File: config.mk
export PLATFORM = sky130hd
export DESIGN_NAME = stage_sequencer
export DESIGN_NICKNAME = d
export VERILOG_FILES = /design/src/rtl/stage_sequencer.sv
export SDC_FILE = /design/constraint.sdc
export NUM_CORES = 1
export LEC_CHECK = 0
export CAP_MARGIN = 10
export CORE_MARGIN = 2
export CORE_UTILIZATION = 35
export CTS_BUF_LIST = sky130_fd_sc_hd__clkbuf_4 sky130_fd_sc_hd__clkbuf_8
export DETAILED_ROUTE_END_ITERATION = 10
export GPL_ROUTABILITY_DRIVEN = 0
export PLACE_DENSITY_LB_ADDON = 0.2
export REMOVE_ABC_BUFFERS = 1
export SLEW_MARGIN = 20
export SYNTH_ARGS = -nofsm -noshare
export SYNTH_HDL_FRONTEND = slang
export SYNTH_SLANG_ARGS = --single-unit
File: constraint.sdc
create_clock -name clk -period 2.7 [get_ports clk]
set_input_delay 0.54 -clock clk [delete_from_list [all_inputs] [get_ports clk]]
set_output_delay 0.54 -clock clk [all_outputs]
set_load 0.005 [all_outputs]
File: src/rtl/stage_sequencer.sv
// Multi-cycle instruction stage sequencer: IDLE/FETCH/DECODE/EXECUTE/MEMORY/WRITEBACK/HALT with ready-wait timeout.
// Strobes are decoded from the registered stage plus this cycle's ready inputs; STAGE_SEQ_PERF_EN adds instret/cycles counters.
module stage_sequencer #(
    parameter int unsigned MAX_WAIT = 15
) (
    input  logic        clk,
    input  logic        rst,
    input  logic        run,
    input  logic        resume,
    input  logic [6:0]  opcode,
    input  logic        imem_ready,
    input  logic        dmem_ready,
    output logic        ir_we,
    output logic        pc_we,
    output logic        rf_we,
    output logic        dmem_re,
    output logic        dmem_we,
    output logic [2:0]  stage,
    output logic        halted,
    output logic        illegal,
    output logic        timeout,
    output logic [31:0] instret,
    output logic [31:0] cycles
);

    typedef enum logic [2:0] {
        S_IDLE      = 3'd0,
        S_FETCH     = 3'd1,
        S_DECODE    = 3'd2,
        S_EXECUTE   = 3'd3,
        S_MEMORY    = 3'd4,
        S_WRITEBACK = 3'd5,
        S_HALT      = 3'd6
    } state_t;

    localparam logic [6:0] OP_LOAD   = 7'b0000011;
    localparam logic [6:0] OP_STORE  = 7'b0100011;
    localparam logic [6:0] OP_BRANCH = 7'b1100011;
    localparam logic [6:0] OP_SYSTEM = 7'b1110011;
    localparam logic [7:0] WAIT_LAST = 8'(MAX_WAIT - 1);

    state_t     state;
    logic [7:0] wait_cnt;
    logic       is_load, is_store, is_branch, is_system, is_legal;
    logic       wait_ready, wait_expire;

    assign stage     = state;
    assign is_load   = (opcode == OP_LOAD);
    assign is_store  = (opcode == OP_STORE);
    assign is_branch = (opcode == OP_BRANCH);
    assign is_system = (opcode == OP_SYSTEM);

    always_comb begin
        is_legal = 1'b0;
        case (opcode)
            7'b0110011, 7'b0010011, 7'b0000011, 7'b0100011, 7'b1100011,
            7'b1101111, 7'b1100111, 7'b0110111, 7'b0010111, 7'b1110011: is_legal = 1'b1;
            default: is_legal = 1'b0;
        endcase
    end

    // The final wait cycle with ready still low becomes the timeout cycle and drives no strobes.
    assign wait_ready  = (state == S_FETCH) ? imem_ready : dmem_ready;
    assign wait_expire = !wait_ready && (wait_cnt == WAIT_LAST);

    always_comb begin
        ir_we   = (state == S_FETCH) && imem_ready;
        dmem_re = (state == S_MEMORY) && is_load  && !wait_expire;
        dmem_we = (state == S_MEMORY) && is_store && !wait_expire;
        rf_we   = (state == S_WRITEBACK);
        pc_we   = (state == S_WRITEBACK)
               || ((state == S_EXECUTE) && is_branch)
               || ((state == S_MEMORY) && is_store && dmem_ready);
    end

    always_ff @(posedge clk or negedge rst) begin
        if (!rst) begin
            state    <= S_IDLE;
            wait_cnt <= '0;
            halted   <= 1'b0;
            illegal  <= 1'b0;
            timeout  <= 1'b0;
        end else begin
            case (state)
                S_IDLE: begin
                    if (run) begin
                        state    <= S_FETCH;
                        wait_cnt <= '0;
                    end
                end
                S_FETCH: begin
                    if (imem_ready) begin
                        state <= S_DECODE;
                    end else if (wait_expire) begin
                        state   <= S_HALT;
                        halted  <= 1'b1;
                        timeout <= 1'b1;
                    end else begin
                        wait_cnt <= wait_cnt + 8'd1;
                    end
                end
                S_DECODE: begin
                    if (!is_legal) begin
                        state   <= S_HALT;
                        halted  <= 1'b1;
                        illegal <= 1'b1;
                    end else if (is_system) begin
                        state  <= S_HALT;
                        halted <= 1'b1;
                    end else begin
                        state <= S_EXECUTE;
                    end
                end
                S_EXECUTE: begin
                    wait_cnt <= '0;
                    if (is_load || is_store) state <= S_MEMORY;
                    else if (is_branch)      state <= run ? S_FETCH : S_IDLE;
                    else                     state <= S_WRITEBACK;
                end
                S_MEMORY: begin
                    if (dmem_ready) begin
                        wait_cnt <= '0;
                        if (is_load) state <= S_WRITEBACK;
                        else         state <= run ? S_FETCH : S_IDLE;
                    end else if (wait_expire) begin
                        state   <= S_HALT;
                        halted  <= 1'b1;
                        timeout <= 1'b1;
                    end else begin
                        wait_cnt <= wait_cnt + 8'd1;
                    end
                end
                S_WRITEBACK: begin
                    wait_cnt <= '0;
                    state    <= run ? S_FETCH : S_IDLE;
                end
                S_HALT: begin
                    if (resume) begin
                        state   <= S_IDLE;
                        halted  <= 1'b0;
                        illegal <= 1'b0;
                        timeout <= 1'b0;
                    end
                end
                default: state <= S_IDLE;
            endcase
        end
    end

`ifdef STAGE_SEQ_PERF_EN
    logic [31:0] instret_q, cycles_q;

    always_ff @(posedge clk or negedge rst) begin
        if (!rst) begin
            instret_q <= '0;
            cycles_q  <= '0;
        end else begin
            if (pc_we) instret_q <= instret_q + 32'd1;
            if (state != S_IDLE && state != S_HALT) cycles_q <= cycles_q + 32'd1;
        end
    end

    assign instret = instret_q;
    assign cycles  = cycles_q;
`else
    assign instret = '0;
    assign cycles  = '0;
`endif

endmodule

==> results.ini <==
[critical_path]
r2r_setup_slack_ns=0.90
endpoint_kind=output pin
crit_end=dmem_re
rr_endpoint=wait_cnt[0]
ff2ff_path_depth=5
setup.worst_path.class=primary input to output pin
crit_required_ns=2.16
critPathArrivalTime_ns=1.95
cp_max_fo=2
startpoint=opcode[6]
cp_cell_sequence=clkdlybuf4s50_1, or4_1, nor4_1, dlygate4sd2_1
cp_top_family=simple AND/OR/NAND/NOR gates
path_depth=4
worst-path-buf-inv=2
cpMaxStageDelayCell=or4_1
critPathLaunchType=primary input
slowest_delay_ns=0.54
r2r-start=stage[2]

[timing]
finalCritPeriodShare=0.921
max_freq_ghz=0.402
setup_violations=0
hold_viol_final=0
finalSetupTns_ns=0
rsz0062_at_grt=false
tightest_slew_ns=0.669
layout_setup_ws_ns=0.213
final.min_clock_period_ns=2.49
fin_worst_skew_ns=0.00552
slew_headroom=0.553
maxSlewViolCount=0

[pwr]
p_per_area_nw_per_um2=649
power_frac_comb=0.598
leakage_nw=0.913
p_seq_frac=0.234
switching_share=0.414
finalPower_w=0.00123
ir_worst_vdd_mv=0.319
p_int_w=0.000723
p_sw_w=0.000511
pwr-share-clk=0.168

[finish]
final_cell_count_no_fill=298
multi_input_area_um2=1020
n_antenna_cell=0
nets=260
area_growth_pct=13.2
fillers=480
seq_area_um2=350
drive_gt1_frac=0.143

[routing]
first_pass_iters=4
dr_total_vias=1392
ant_nets=0
wl_per_cell_um=11.7
dr.first_iter.drc_count=37
wl_um=3490
viasPerCell=4.67
drc=0

[clocking]
clk_pin_slew_worst_paths_ns=0.06
tritoncts=yes
cts.sinks=14
postCtsHoldBufs=0
cts_buffer_depth=2
clock_latency_ns=0.25
htreeDepth=1
postCtsSetupBuffers=0
clock-root-buffer=clkbuf_8
cts_buffers=3

[placement]
dp.cells=294
hpwl_um=2700
preCtsSetupSlack_ns=-0.215
io_buffers=23

[die]
core_um2=4690
die_w_um=73.3
start_util=0.358
placementRows=25
die_h_um=73.3
dieArea_um2=5380
top_level_ports=88

[logic_synthesis]
synth_seq_cells=14
synthArstFlopShare=1.00
synth_edf_count=0
syn_area_um2=1680
ys.flop_type=dfrtp_1
yosys_warnings=0
ys_seq_area_frac=0.208
synthDistinctLibCells=52
synth_area_per_cell_um2=8.16
syn_inst=206

[global_route]
grt_pass1_vias=1109
grt.overflow.total=0
grt_use_total=0.130
grt_max_degree=17
antenna_found_initial=0
grt_pass1_wl_um=5470

[outcome]
status=finished clean

[worst_hold_path]
hold_start=timeout
hold_class=register to register

[flow_run]
drv_cap=0

==> registers in the layout (all words and copies together), names as in the netlist <==
register and count:
timeout 1, illegal 1, halted 1, wait_cnt 8, stage 3
==> power by group through the flow <==
| stage | Combinational [W] | Sequential (W) | Clock, W |
|---|---|---|---|
| detailed placement | 0.000740 | 0.000289 | 0 |
| finish | 0.000739 | 0.000288 | 0.000207 |
| global placement | 0.000740 | 0.000291 | 0 |
| global route | 0.000816 | 0.000296 | 0.000224 |
| floorplan | 0.000400 | 0.000338 | 0 |
| CTS | 0.000739 | 0.000288 | 0.000215 |
==> stage by stage <==
stage               hold slack (ns)  area, µm²  utilization
global placement              0.493       1850        0.394
CTS                           0.513       1900        0.406
global route                  0.550       1900        0.406
detailed placement            0.484       1850        0.394
floorplan                     0.244       1400            -
finish                        0.510       1900        0.406
==> synth_stat cells, drive strengths merged (4+ instances only) <==
cell	number	area (µm²)
a211oi	4	42.5
a21o	5	37.5
a21oi	8	47.6
buf	71	514
dfrtp	14	350
inv	8	30.0
nand2	4	15.0
nand2b	5	38.8
nand4	4	25.0
nor2	10	37.5
nor3	7	35.0
nor3b	4	30.0
o21ai	7	35.0
o31ai	8	60.1
or4	4	33.8
==> worst register-to-register path: cells and delay by family (launching register included) <==
family / cells / cell delay [ns]
compound gates: 1 / 0.15
buf+inv: 1 / 0.19
flops: 1 / 0.40
simple gates: 3 / 1.00
==> what timing repair did <==
item | in CTS | in global routing
hold endpoints to repair | 0 | 0
gates resized for setup | 5 | 0
endpoints found under the setup margin | 3 | 0
==> logic make-up after synthesis <==
kind of cell             count (synthesis)  share of synthesized area
other                                    1                    0.00223
flip-flops                              14                      0.208
multiplexers                             3                     0.0179
adder cells (fa/ha/maj)                  2                     0.0149
AO/OA/AOI/OAI                           43                      0.190
AND/OR/NAND/NOR                         63                      0.241
buffers and inverters                   80                      0.326
==> area by class of cell <==
cell class | instances | area share
clock buffer | 4 | 0.0289
inverter | 8 | 0.0158
multi-input combinational | 175 | 0.538
sequential | 14 | 0.184
tap | 54 | 0.0355
timing repair buffer | 43 | 0.197
==> how the worst min path moves through the flow <==
stage                     slack (ns)     endpoint  cells past startpoint
final                           0.51      timeout                      1
after global routing            0.55       halted                      1
after CTS                       0.51      timeout                      1
after detailed placement        0.48      timeout                      1
after global placement          0.49  wait_cnt[7]                      1
after floorplan                 0.24       halted                      0
==> per-layer routing <==
metal  share of wire  up-vias  track usage
li1                -      681            -
met1            0.50      638        0.193
met2            0.42       69        0.192
met3           0.059        4       0.0247
met4           0.019        0       0.0364
met5               0        -            0
==> cells in the final DEF (no fill, tap or decap), types with 2 or more instances in the layout <==
cell type        netlist  layout
inv_1                  8       8
conb_1                 1      64
a21o_1                 5       5
nor3_1                 7       7
a21oi_2                2       2
or2_2                  2       2
and2_1                 3       3
clkdlybuf4s50_1        0      19
a211oi_1               3       3
mux2i_1                3       3
a21oi_1                6       6
nand2_1                4       4
nor2_1                10      10
or4_1                  3       3
nand4_1                4       4
clkbuf_8               0       4
buf_4                 64      20
a211o_1                3       3
nand2b_1               4       4
nor2b_1                3       3
o21ai_0                6       6
nor4b_1                3       3
ha_1                   2       2
nor3b_1                4       4
dlygate4sd2_1          0       4
dfrtp_1               14      14
o31ai_1                8       8
No activity file was read; power rests on OpenSTA's default activity.
